$ cat config.mk
export PLATFORM = sky130hd
export DESIGN_NAME = ascii_frame_streamer
export DESIGN_NICKNAME = d
export VERILOG_FILES = /design/src/rtl/ascii_frame_streamer.sv
export SDC_FILE = /design/constraint.sdc
export NUM_CORES = 1
export LEC_CHECK = 0
export ABC_AREA = 1
export CORE_AREA = 2 2 116 118
export DETAILED_ROUTE_END_ITERATION = 7
export DIE_AREA = 0 0 118 120
export SLEW_MARGIN = 20
export SYNTH_ARGS = -nofsm -noshare
export SYNTH_HDL_FRONTEND = slang
export SYNTH_SLANG_ARGS = --single-unit
$ cat constraint.sdc
create_clock -name clock -period 2.57 [get_ports clock]
set_clock_uncertainty 0.05 [all_clocks]
set_input_delay 0.3855 -clock clock [delete_from_list [all_inputs] [get_ports clock]]
set_output_delay 0.3855 -clock clock [all_outputs]
set_load 0.05 [all_outputs]
$ cat src/rtl/ascii_frame_streamer.sv
// Captures a sign/hundreds/tens/ones ASCII frame on start and streams it byte by
// byte over valid/ready, with optional zero/plus suppression and a CR/LF tail.
module ascii_frame_streamer #(
    parameter bit SUPPRESS_ZEROS = 1'b1,
    parameter bit SHOW_PLUS      = 1'b1,
    parameter bit TERMINATE_CRLF = 1'b1
) (
    input  logic       clock,
    input  logic       reset,
    input  logic       start,
    input  logic [7:0] sign_in,
    input  logic [7:0] ch1_in,
    input  logic [7:0] ch2_in,
    input  logic [7:0] ch3_in,
    output logic [7:0] tx_data,
    output logic       tx_valid,
    input  logic       tx_ready,
    output logic       busy,
    output logic       done
);

    typedef enum logic [1:0] {
        IDLE = 2'd0,
        SEND = 2'd1,
        DONE = 2'd2
    } state_t;

    state_t      state;
    state_t      state_next;

    logic [47:0] frame_q;
    logic [47:0] frame_d;
    logic [2:0]  len_q;
    logic [2:0]  len_d;
    logic [2:0]  idx_q;
    logic [2:0]  idx_d;
    logic [2:0]  idx_inc;
    logic [7:0]  data_d;
    logic        valid_d;
    logic        handshake;
    logic        last_byte;

    logic [47:0] cap_frame;
    logic [2:0]  cap_len;
    logic        lead_zero;

    // Compacted frame: kept bytes are packed from byte 0 upward, so streaming is a plain index walk.
    always_comb begin
        cap_frame = '0;
        cap_len   = 3'd0;
        lead_zero = SUPPRESS_ZEROS && (ch1_in == 8'h30);

        if (SHOW_PLUS || (sign_in != 8'h2B)) begin
            cap_frame[{cap_len, 3'b000} +: 8] = sign_in;
            cap_len = cap_len + 3'd1;
        end
        if (!lead_zero) begin
            cap_frame[{cap_len, 3'b000} +: 8] = ch1_in;
            cap_len = cap_len + 3'd1;
        end
        if (!(lead_zero && (ch2_in == 8'h30))) begin
            cap_frame[{cap_len, 3'b000} +: 8] = ch2_in;
            cap_len = cap_len + 3'd1;
        end
        cap_frame[{cap_len, 3'b000} +: 8] = ch3_in;
        cap_len = cap_len + 3'd1;
        if (TERMINATE_CRLF) begin
            cap_frame[{cap_len, 3'b000} +: 8] = 8'h0D;
            cap_len = cap_len + 3'd1;
            cap_frame[{cap_len, 3'b000} +: 8] = 8'h0A;
            cap_len = cap_len + 3'd1;
        end
    end

    assign handshake = tx_valid && tx_ready;
    assign idx_inc   = idx_q + 3'd1;
    assign last_byte = (idx_q == (len_q - 3'd1));

    always_comb begin
        state_next = state;
        frame_d    = frame_q;
        len_d      = len_q;
        idx_d      = idx_q;
        data_d     = tx_data;
        valid_d    = tx_valid;

        case (state)
            IDLE: begin
                if (start) begin
                    frame_d    = cap_frame;
                    len_d      = cap_len;
                    idx_d      = 3'd0;
                    data_d     = cap_frame[7:0];
                    valid_d    = 1'b1;
                    state_next = SEND;
                end
            end
            SEND: begin
                // The next byte is preloaded on the accepting edge so transfers can run back to back.
                if (handshake) begin
                    if (last_byte) begin
                        valid_d    = 1'b0;
                        state_next = DONE;
                    end else begin
                        idx_d  = idx_inc;
                        data_d = frame_q[{idx_inc, 3'b000} +: 8];
                    end
                end
            end
            DONE: begin
                idx_d      = 3'd0;
                state_next = IDLE;
            end
            default: begin
                valid_d    = 1'b0;
                state_next = IDLE;
            end
        endcase
    end

    always_ff @(posedge clock or posedge reset) begin
        if (reset) begin
            state    <= IDLE;
            frame_q  <= '0;
            len_q    <= 3'd0;
            idx_q    <= 3'd0;
            tx_data  <= 8'h00;
            tx_valid <= 1'b0;
        end else begin
            state    <= state_next;
            frame_q  <= frame_d;
            len_q    <= len_d;
            idx_q    <= idx_d;
            tx_data  <= data_d;
            tx_valid <= valid_d;
        end
    end

    assign busy = (state != IDLE);
    assign done = (state == DONE);

endmodule

==> metrics, run 1 <==
Critical R2R Launch=idx_q[1]$_DFFE_PP0P_; FF+latch count, synth=60; CTS buffer count=9; Skew-Pair Late Insertion Delay=0.32 ns; top-area cell type share of the netlist area=0.443; CP Cell Sequence=nor2_1 > inv_1 > clkdlybuf4s50_1; reg2reg end=tx_data[1]$_DFFE_PP0P_; fin area=0.00435 mm^2; placer congestion estimate=0.848; ys async rst share=1.00; Die Wd=118 um; ys flop type=dfrtp_1; # clock sinks=60; Setup Viol. Count Final=0; total iterations of the first detailed-routing run=5; chip height=120 um; final hold slack=0.366 ns; M1 wire length=4.28 mm; Worst Path Required=~2.1 ns; Residual DRC=0; Mapped Nets=536; WP buf/inv=2; RSZ-0062 raised after global routing=no; Avg Cell Area, Syn=about 6.8 um^2; area of the die=0.0142 mm^2; Post-synth EDFFs=0; cell area after synthesis=0.00339 mm^2; register area share after synthesis=0.443; Vias=3121; number of global-route vias before repair=3098; largest net degree at the start of global routing=33; synth warn=0; DRT antenna net count=0; Crit. End Element=output port; CTS tree=built; Clock Path Buffers=2; Routed WL=~8.6 mm; Vias/cell=4.29; P per Cell Area=1290 mW/mm^2; HP Class=input port to async pin; Worst-path clk slew=0.05 ns; Max FO, Critical Path=4; hpwl dp=6.51 mm; Worst Tran Pin Value=0.536 ns; Max-Slew Margin vs Limit=0.641; layout overhead on the synthesized area=28.3%; crit path kind=flip-flop to output port; max-slew violations=0; max_cap viols=0; period utilization=0.853; port bufs=46; Critical Path Start Type=flip-flop; share of cells above drive strength 1=0.0672; nets=~590; worst reg2reg path depth=8; r2r setup slk=0.67 ns; DR WL/cell=11.8 um; top post-synthesis cells by count=nand2_1, inv_1, dfrtp_1; fmax=456 MHz; CP peak stage delay=0.82 ns; number of I/O pins=47; Arrival @ worst endpoint=roughly 1.8 ns; post-synth cell types=25; first-pass GRT wire length=14.8 mm; FP Rows=42; Iter 0 DRT Violations=between 200 and 250; Initial Util=0.261; count leader, synth=nand2_1; H-tree levels=3; leak pwr=2.22 nW; post-CTS sizing=0; leading area contributor after synthesis=dfrtp_1; Post-Synthesis Cells=497; Util after Layout=0.335; # Post-CTS Setup Buffers=0; metal2 WL=3.82 mm; hold buffers post-CTS=0; Max VDD drop=414 uV; critical path's top delay family=buffers and inverters; top cells by area, synth=dfrtp_1, nand2_1, inv_1; Final Hold Viols=0; Area after DPL=0.00405 mm^2; # diodes=0; grt ovf=0; Clock Tree Root=clkbuf_16; minimum clock period=about 2.2 ns; met3 routed WL=424 um; top layer in use=met4; Placeable Area=0.0130 mm^2; gr usage total=0.130; number of antenna violations at the first check in global routing=0; setup TNS=0 ns; Crit-path slowest cell=clkdlybuf4s50_1; outcome=finished, final reports clean
-- logic make-up after synthesis --
logic type                 synth area share
AOI/OAI and AO/OA                    0.0693
adders and majority gates            0.0111
buffers and inverters                 0.127
DFF                                   0.443
and+or+nand+nor                       0.350
-- worst max-delay path by stage --
| stage | cells after the start | slack, ns | start | endpoint |
|---|---|---|---|---|
| detailed placement | 9 | 0.34 | ch1_in[4] | frame_q[11]$_DFFE_PP0P_ |
| finish | 3 | 0.38 | state[1]$_DFFE_PP0P_ | busy |
| CTS | 3 | 0.37 | state[1]$_DFFE_PP0P_ | busy |
| global placement | 9 | 0.42 | ch1_in[5] | frame_q[11]$_DFFE_PP0P_ |
| global route | 3 | 0.33 | state[1]$_DFFE_PP0P_ | busy |
| floorplan | 1 | 0.65 | reset | frame_q[0]$_DFFE_PP0P_ |
-- flip-flops by register name (all words and copies together) (netlist names) --
signal and cells:
state 2, idx_q 3, len_q 1, tx_data 8, tx_valid 1, frame_q 45
-- per-layer routing --
layer	GRT usage	up-vias
li1	-	1616
met1	0.172	1418
met2	0.209	79
met3	0.0295	8
met4	0.0482	0
met5	0	-
-- power by group --
group / internal [mW] / leakage, nW / switching [mW]
Clock: 0.798 / 0.149 / 0.402
Combinational: 0.948 / 1.33 / 1.86
Sequential: 1.40 / 0.744 / 0.205
-- area by class of cell --
class	instances	area, um^2
flip-flops and latches	60	1500
fillers	1411	8630
clock buffers	12	256
clock inverters	4	47.5
inverters	92	345
well taps	176	220
multi-input cells	329	1460
repair buffers	54	520
-- cell usage in the layout, fill, tap and decap left out, types with 2 or more instances in the layout --
master / netlist / routed
a21oi_1: 2 / 2
buf_4: 2 / 8
clkbuf_16: 0 / 9
clkbuf_8: 0 / 2
clkdlybuf4s50_1: 0 / 46
clkinv_2: 0 / 2
dfrtp_1: 60 / 60
ha_1: 3 / 3
inv_1: 87 / 86
inv_2: 4 / 5
nand2_1: 161 / 161
nand3_1: 52 / 52
nand4_1: 2 / 2
nor2_1: 57 / 57
nor2_2: 4 / 4
nor2_4: 2 / 2
nor3_1: 3 / 3
o211ai_1: 5 / 5
o21ai_0: 20 / 20
o21ai_1: 9 / 9
o221ai_1: 2 / 2
o22ai_1: 4 / 4
-- through the flow --
| step | instances | total power [mW] | setup WS [ns] |
|---|---|---|---|
| floorplan | 497 | 3.70 | 0.650 |
| global placement | 711 | 4.38 | 0.415 |
| detailed placement | 711 | 4.43 | 0.340 |
| CTS | 727 | 5.67 | 0.369 |
| global route | 727 | 6.17 | 0.334 |
| finish | 727 | 5.61 | 0.378 |
(Power assumes the default switching activity.)
==> run 2, diff against run 1 <==
--- a/config.mk
+++ b/config.mk
@@ -13,3 +13,4 @@
 export SYNTH_ARGS = -nofsm -noshare
 export SYNTH_HDL_FRONTEND = slang
 export SYNTH_SLANG_ARGS = --single-unit
+export TNS_END_PERCENT = 10
==> results of run 2 <==
Same layout as run 1: the final DEF is identical, and so are final timing and power.
==> run 3, diff against run 2 <==
--- a/config.mk
+++ b/config.mk
@@ -6,6 +6,7 @@
 export NUM_CORES = 1
 export LEC_CHECK = 0
 export ABC_AREA = 1
+export CAP_MARGIN = 20
 export CORE_AREA = 2 2 116 118
 export DETAILED_ROUTE_END_ITERATION = 7
 export DIE_AREA = 0 0 118 120
==> constraint.sdc (replaced) <==
create_clock -name clock -period 2.57 [get_ports clock]
set_clock_uncertainty 0.05 [all_clocks]
set_input_delay 0.3855 -clock clock [delete_from_list [all_inputs] [get_ports clock]]
set_output_delay 0.3855 -clock clock [all_outputs]
set_load 0.02 [all_outputs]
==> results of run 3 <==
Same layout as run 1 (identical final DEF). Status: finished, final reports clean.
Main changes from that run: setup slack after layout 0.378 ns -> 0.577 ns; total power 5.61 mW -> 5.45 mW; worst IR drop on VDD 414 uV -> 413 uV
